**src/rtl/capture3_threshold_trigger_if.sv**
```systemverilog
// Bundle of the capture3 trigger's data-path signals.
// master: the side supplying threshold/arm/samples and consuming the capture stream.
// slave:  the trigger block itself.
interface capture3_threshold_trigger_if #(
    parameter int DATA_W = 16,
    parameter int CH_W   = 8,
    parameter int ADDR_W = 10
);
    logic        [31:0]       threshold;
    logic                     arm;
    logic        [CH_W-1:0]   ch_sel;
    logic                     din_valid;
    logic        [CH_W-1:0]   ch_id;
    logic signed [DATA_W-1:0] din;
    logic                     trig;
    logic                     busy;
    logic                     cap_we;
    logic        [ADDR_W-1:0] cap_addr;
    logic signed [DATA_W-1:0] cap_data;
    logic                     cap_done;
    logic        [31:0]       event_count;

    modport master (
        output threshold, arm, ch_sel, din_valid, ch_id, din,
        input  trig, busy, cap_we, cap_addr, cap_data, cap_done, event_count
    );

    modport slave (
        input  threshold, arm, ch_sel, din_valid, ch_id, din,
        output trig, busy, cap_we, cap_addr, cap_data, cap_done, event_count
    );
endinterface

```
**src/rtl/capture3_threshold_trigger.sv**
```systemverilog
// Threshold trigger and fixed-length snapshot writer for the capture3 path.
// Watches one channel of the phase stream; when a selected sample drops strictly
// below the signed threshold it streams CAP_LEN selected samples into the snapshot
// BRAM, then waits HOLDOFF cycles before re-arming.
// Optional: define CAPTURE3_PRETRIG_EN to capture PRETRIG selected samples ahead of
// the hit sample through a delay line (hit sample lands at address PRETRIG).
module capture3_threshold_trigger #(
    parameter int DATA_W  = 16,
    parameter int CH_W    = 8,
    parameter int ADDR_W  = 10,
    parameter int CAP_LEN = 1024,
    parameter int HOLDOFF = 256,
    parameter int PRETRIG = 32
) (
    input  logic                           user_clk,
    input  logic                           user_rst_n,
    capture3_threshold_trigger_if.slave    bus
);
    localparam int HOLD_W = $clog2(HOLDOFF + 1);
    localparam logic [ADDR_W-1:0] LAST_ADDR = ADDR_W'(CAP_LEN - 1);

    typedef enum logic [1:0] {IDLE, ARMED, CAPTURE, HOLDOFF_ST} state_t;

    state_t                   state;
    logic signed [DATA_W-1:0] thr_q;
    logic        [ADDR_W-1:0] wr_cnt;
    logic        [HOLD_W-1:0] hold_cnt;

    logic                     trig_reg;
    logic                     busy_reg;
    logic                     cap_we_reg;
    logic        [ADDR_W-1:0] cap_addr_reg;
    logic signed [DATA_W-1:0] cap_data_reg;
    logic                     cap_done_reg;
    logic        [31:0]       event_count_reg;

    logic                     sel;
    logic                     hit;
    logic signed [DATA_W-1:0] wr_sample;

    // Only the low DATA_W bits of the register word carry the threshold.
    generate
        if (DATA_W < 32) begin : g_thr_unused
            logic unused_thr_bits;
            assign unused_thr_bits = ^bus.threshold[31:DATA_W];
        end
    endgenerate

    assign sel = bus.din_valid && (bus.ch_id == bus.ch_sel);
    assign hit = sel && (bus.din < thr_q);

`ifdef CAPTURE3_PRETRIG_EN
    logic signed [DATA_W-1:0] dly [PRETRIG];

    // Pre-trigger delay line: advances only on selected samples, in every state.
    always_ff @(posedge user_clk or negedge user_rst_n) begin
        if (!user_rst_n) begin
            for (int i = 0; i < PRETRIG; i++) dly[i] <= '0;
        end else if (sel) begin
            dly[0] <= bus.din;
            for (int i = 1; i < PRETRIG; i++) dly[i] <= dly[i-1];
        end
    end

    assign wr_sample = dly[PRETRIG-1];
`else
    assign wr_sample = bus.din;
`endif

    // Threshold register: a software write is seen by the comparator one cycle later.
    always_ff @(posedge user_clk or negedge user_rst_n) begin
        if (!user_rst_n) thr_q <= '0;
        else             thr_q <= bus.threshold[DATA_W-1:0];
    end

    // Trigger/capture/holdoff sequencer with registered outputs.
    // HOLDOFF_ST is entered on the edge that issues the last write, so its first
    // cycle raises cap_done and busy drops after HOLDOFF visible holdoff cycles.
    always_ff @(posedge user_clk or negedge user_rst_n) begin
        if (!user_rst_n) begin
            state           <= IDLE;
            wr_cnt          <= '0;
            hold_cnt        <= '0;
            trig_reg        <= 1'b0;
            busy_reg        <= 1'b0;
            cap_we_reg      <= 1'b0;
            cap_addr_reg    <= '0;
            cap_data_reg    <= '0;
            cap_done_reg    <= 1'b0;
            event_count_reg <= '0;
        end else begin
            trig_reg     <= 1'b0;
            cap_we_reg   <= 1'b0;
            cap_done_reg <= 1'b0;
            case (state)
                IDLE: begin
                    if (bus.arm) state <= ARMED;
                end
                ARMED: begin
                    if (!bus.arm) begin
                        state <= IDLE;
                    end else if (hit) begin
                        state           <= CAPTURE;
                        trig_reg        <= 1'b1;
                        busy_reg        <= 1'b1;
                        cap_we_reg      <= 1'b1;
                        cap_addr_reg    <= '0;
                        cap_data_reg    <= wr_sample;
                        event_count_reg <= event_count_reg + 32'd1;
                        wr_cnt          <= ADDR_W'(1);
                    end
                end
                CAPTURE: begin
                    if (sel) begin
                        cap_we_reg   <= 1'b1;
                        cap_addr_reg <= wr_cnt;
                        cap_data_reg <= wr_sample;
                        wr_cnt       <= wr_cnt + ADDR_W'(1);
                        if (wr_cnt == LAST_ADDR) begin
                            state    <= HOLDOFF_ST;
                            hold_cnt <= '0;
                        end
                    end
                end
                HOLDOFF_ST: begin
                    if (hold_cnt == '0) cap_done_reg <= 1'b1;
                    hold_cnt <= hold_cnt + HOLD_W'(1);
                    if (hold_cnt == HOLD_W'(HOLDOFF)) begin
                        state    <= IDLE;
                        busy_reg <= 1'b0;
                    end
                end
                default: state <= IDLE;
            endcase
        end
    end

    assign bus.trig        = trig_reg;
    assign bus.busy        = busy_reg;
    assign bus.cap_we      = cap_we_reg;
    assign bus.cap_addr    = cap_addr_reg;
    assign bus.cap_data    = cap_data_reg;
    assign bus.cap_done    = cap_done_reg;
    assign bus.event_count = event_count_reg;
endmodule

```
**src/flat_wrapper.sv**
```systemverilog
// flat-port wrapper written by rule: the top's interface ports become plain ports
module capture3_threshold_trigger_flat 
#(
    parameter int DATA_W  = 16,
    parameter int CH_W    = 8,
    parameter int ADDR_W  = 10,
    parameter int CAP_LEN = 1024,
    parameter int HOLDOFF = 256,
    parameter int PRETRIG = 32
)
  (user_clk, user_rst_n, bus_threshold, bus_arm, bus_ch_sel, bus_din_valid, bus_ch_id, bus_din, bus_trig, bus_busy, bus_cap_we, bus_cap_addr, bus_cap_data, bus_cap_done, bus_event_count);
  capture3_threshold_trigger_if #(.DATA_W(DATA_W), .CH_W(CH_W), .ADDR_W(ADDR_W)) bus_i ();
  input  logic user_clk;
  input  logic user_rst_n;
  input wire logic [$bits(bus_i.threshold)-1:0] bus_threshold;
  input wire logic [$bits(bus_i.arm)-1:0] bus_arm;
  input wire logic [$bits(bus_i.ch_sel)-1:0] bus_ch_sel;
  input wire logic [$bits(bus_i.din_valid)-1:0] bus_din_valid;
  input wire logic [$bits(bus_i.ch_id)-1:0] bus_ch_id;
  input wire logic [$bits(bus_i.din)-1:0] bus_din;
  output wire logic [$bits(bus_i.trig)-1:0] bus_trig;
  output wire logic [$bits(bus_i.busy)-1:0] bus_busy;
  output wire logic [$bits(bus_i.cap_we)-1:0] bus_cap_we;
  output wire logic [$bits(bus_i.cap_addr)-1:0] bus_cap_addr;
  output wire logic [$bits(bus_i.cap_data)-1:0] bus_cap_data;
  output wire logic [$bits(bus_i.cap_done)-1:0] bus_cap_done;
  output wire logic [$bits(bus_i.event_count)-1:0] bus_event_count;
  assign bus_i.threshold = bus_threshold;
  assign bus_i.arm = bus_arm;
  assign bus_i.ch_sel = bus_ch_sel;
  assign bus_i.din_valid = bus_din_valid;
  assign bus_i.ch_id = bus_ch_id;
  assign bus_i.din = bus_din;
  assign bus_trig = bus_i.trig;
  assign bus_busy = bus_i.busy;
  assign bus_cap_we = bus_i.cap_we;
  assign bus_cap_addr = bus_i.cap_addr;
  assign bus_cap_data = bus_i.cap_data;
  assign bus_cap_done = bus_i.cap_done;
  assign bus_event_count = bus_i.event_count;
  capture3_threshold_trigger #(.DATA_W(DATA_W), .CH_W(CH_W), .ADDR_W(ADDR_W), .CAP_LEN(CAP_LEN), .HOLDOFF(HOLDOFF), .PRETRIG(PRETRIG)) u_core (.user_clk(user_clk), .user_rst_n(user_rst_n), .bus(bus_i));
endmodule
```
**config.mk**
```make
export PLATFORM = sky130hd
export DESIGN_NAME = capture3_threshold_trigger_flat
export DESIGN_NICKNAME = d
export VERILOG_FILES = /design/src/rtl/capture3_threshold_trigger_if.sv /design/src/rtl/capture3_threshold_trigger.sv /design/src/flat_wrapper.sv
export SDC_FILE = /design/constraint.sdc
export NUM_CORES = 1
export LEC_CHECK = 0
export BUFFER_PORTS_ARGS = -buffer_cell sky130_fd_sc_hd__buf_2
export CORE_MARGIN = 2
export CORE_UTILIZATION = 45
export CTS_CLUSTER_DIAMETER = 30
export DETAILED_ROUTE_END_ITERATION = 7
export GPL_ROUTABILITY_DRIVEN = 0
export PLACE_DENSITY = 0.84
export SKIP_CTS_REPAIR_TIMING = 1
export SYNTH_ARGS = -nofsm -noshare
export SYNTH_HDL_FRONTEND = slang
export SYNTH_SLANG_ARGS = --single-unit
```
**constraint.sdc**
```tcl
create_clock -name user_clk -period 2.9 [get_ports user_clk]
set_clock_uncertainty 0.15 [all_clocks]
set_input_delay 0.29 -clock user_clk [delete_from_list [all_inputs] [get_ports user_clk]]
set_output_delay 0.29 -clock user_clk [all_outputs]
set_load 0.01 [all_outputs]
```
==> metrics.md <==
| Metric | Value |
|---|---|
| Fin crit share | 102.4% |
| Slowest stage cell on the critical path | or3_4 |
| CTS buffer count | 9 |
| VDD IR-drop max | 0.3723 mV |
| Slew @ Worst Pin | 0.7665 ns |
| Vias per cell | 5.560 |
| Net count after synthesis | 574 |
| Worst setup SP type | flop |
| Post-DP HPWL | 8538 um |
| Pin count of the biggest net entering global routing | 52 |
| Critical Path Start | u_core.thr_q[14]$_DFF_PN0_ |
| Clock Sinks | 99 |
| CTS tree | yes |
| Yosys cell types | 49 |
| Vias | 4326 |
| Worst-skew pair later-pin latency | 0.37 ns |
| CP Data Arrival Time | 3.07 ns |
| Pleak | 3.090 nW |
| Vias in the first global route | 4222 |
| Grt total ovfl | 0 |
| Pre-antenna DRT Iters | 5 |
| Core area | 0.01084 mm^2 |
| Violated checks | negative setup slack |
| RSZ-0062 raised after global routing | true |
| Power density over cell area | 513.7 mW/mm^2 |
| Crit-path cells | inv_1, ha_4, nand4_1, or3_4, o31a_1, nand2_2, mux2i_1, nand4_1, buf_4, o311ai_1 |
| # H-tree levels | 3 |
| Achievable Freq | 336.8 MHz |
| Seq pwr share | 48.3% |
| Most frequent cells in the layout | 112 x buf_2, 99 x dfrtp_1, 66 x nand2_1, 27 x o21ai_0 |
| Required time of the critical path | 3.00 ns |
| Commonest non-fill, non-tap cell in the layout | buf_2 |
| CTS root buffer | clkbuf_8 |
| Top Ports | 130 |
| DRC viols | 0 |
| Register area share after synthesis | 49.51% |
| Final WS setup | -0.06875 ns |
| Final WL | 13200 um |
| Mean post-synth cell area | 10.38 um^2 |
| Sw Share | 31.53% |
| # setup viols final | 6 |
| Layout area overhead | 29.43% |
| Pre-CTS WS | -0.1107 ns |
| Status | complete, but fails checks |
| Number of flops mapped to enable cells by yosys | 0 |
| CP top delay family | simple AND/OR/NAND/NOR gates |
| Top_reg_cell synth | dfrtp_1 |
| Die Ht | 109.4 um |
| Fill cells | 860 |
| Internal power | 2.278 mW |
| Crit Path Max Fanout | 6 |
| Placed cell areas | 0.005883 mm^2 |
| Die area | 0.01198 mm^2 |
| Slew margin rel. | 48.75% |
| Clock transition at path regs | 0.10 ns |
| Fin. Hold Viols | 0 |
| Initial Util | 46.16% |
| Cell mode on critical path | nand4_1 |
| Final Instance Area | 0.006476 mm^2 |
| Antenna violations before repair | 0 |
| Max-cap violations | 0 |
| Post-synth ARST share | 100.0% |
| Antenna-violating nets left | 0 |
| Logic pwr share | 26.7% |
| Crit end category | flop |
| Clock Power Share | 25.0% |
| Syn. warnings | 0 |
| Number of port buffers | 113 |
| Slowest stage delay, CP | 0.38 ns |
| Worst min path class | input port to flop |
| Clock Path Buffers | 2 |
| Final net count | 725 |
| Slew Limit Fails | 0 |
| Crit Path Class | flop to flop |
| Gr usage total | 20.53% |
| Net switching power | 1.049 mW |
| 1st-iter DRT viols | 305 |
| Post-route minimum period | 2.969 ns |
| Die Wd | 109.4 um |
| Synth Instances | 482 |
| Reg-to-reg startpoint | u_core.thr_q[14]$_DFF_PN0_ |
| Drt wl/cell | 16.97 um |
| Hold path startpoint | bus_din[2] |
| #FFs+latches synth | 99 |
| Post-Synthesis Cell Area | 0.005004 mm^2 |
| Global-route wire length before repair | 19550 um |
| Ant diodes | 0 |
| Max reg flops | 32 |
| Buf/Inv on CP | 2 |
| Row cnt | 38 |
| Share of layout cells above drive strength 1 | 33.07% |
[per-layer routing]
metal	vias up	GRT usage, %	wire (um)
met5	-	0	0
met4	0	8.409	707
met3	52	4.327	630
met2	155	35.41	6741
met1	2119	24.95	5123
li1	2000	-	-
[cells in the mapped netlist (all sizes together) (2+ instances only)]
cell	number	area (um^2)
nor2	15	56.30
a22o	6	52.55
a21o	4	30.03
o31a	2	17.52
a2111oi	2	18.77
buf	7	41.29
clkbuf	7	26.28
nor3	15	105.1
xor2	22	192.7
o21ai	28	140.1
nand2b	8	50.05
o211ai	8	70.06
nand2	67	251.5
or3	7	43.79
nor3b	5	37.54
or2	5	31.28
dfrtp	99	2477
nand3b	3	22.52
and2	4	25.02
o311ai	4	35.03
nand3	17	85.08
and3	11	68.82
o221ai	2	17.52
mux2i	2	20.02
a21oi	4	20.02
a31oi	4	25.02
inv	25	93.84
o31ai	4	30.03
nand4	12	75.07
xnor2	17	148.9
and4	3	26.28
nor4	7	43.79
o21a	5	37.54
mux2	19	214.0
ha	24	300.3
[worst reg2reg max path, stage by stage (launching register included)]
cell and delay (ns):
dfrtp_1 0.37, inv_1 0.10, ha_4 0.28, nand4_1 0.16, or3_4 0.38, o31a_1 0.34, nand2_2 0.14, mux2i_1 0.24
nand4_1 0.17, buf_4 0.22, o311ai_1 0.33
[power groups by stage]
stage / combinational [mW] / sequential, mW / clock [mW]
after floorplan: 0.408 / 1.67 / 0
after global placement: 0.789 / 1.61 / 0
after detailed placement: 0.819 / 1.62 / 0
after CTS: 0.822 / 1.60 / 0.832
after global routing: 0.953 / 1.62 / 0.912
final: 0.889 / 1.61 / 0.833
[metrics by stage]
step	util [%]	setup TNS (ns)	cells	hold slack [ns]	power, mW
floorplan	-	0	482	-0.1556	2.078
global placement	54.27	0	742	0.2064	2.402
detailed placement	54.27	-0.5909	742	0.2118	2.441
CTS	55.92	-0.1554	758	-0.1820	3.251
global route	59.74	-3.003	778	0.02008	3.484
finish	59.74	-0.1756	778	0.02430	3.327
[area by class of cell]
type / instances / area (um^2) / area share, %
Multi-Input combinational cell: 344 / 2595 / 40.07
Sequential cell: 99 / 2477 / 38.25
Timing Repair Buffer: 154 / 955.9 / 14.76
Tap cell: 140 / 175.2 / 2.705
Clock buffer: 10 / 137.6 / 2.125
Inverter: 25 / 93.84 / 1.449
Clock inverter: 6 / 41.29 / 0.6376
[cell families after synthesis]
group / count (synthesis) / synth area share, %
AOI/OAI and AO/OA: 78 / 10.88
xor gates and xnor gates: 39 / 6.827
buffers and inverters: 39 / 3.226
muxes: 21 / 4.676
adders and majority gates: 24 / 6.002
and+or+nand+nor: 182 / 18.88
DFF: 99 / 49.51
[final timing paths]
path	cells past startpoint	end	slack (ns)
max	10	u_core.wr_cnt[5]$_DFFE_PN0P_	-0.07
min	2	u_core.bus.cap_data[2]$_DFFE_PN0P_	0.02
max reg2reg	10	u_core.wr_cnt[5]$_DFFE_PN0P_	-0.07
min reg2reg	2	u_core.bus.cap_addr[8]$_DFFE_PN0P_	0.33
max in group asynchronous	3	u_core.wr_cnt[8]$_DFFE_PN0P_	1.56
min in group asynchronous	2	u_core.thr_q[6]$_DFF_PN0_	0.33
Power figures use the tool's default switching activity.
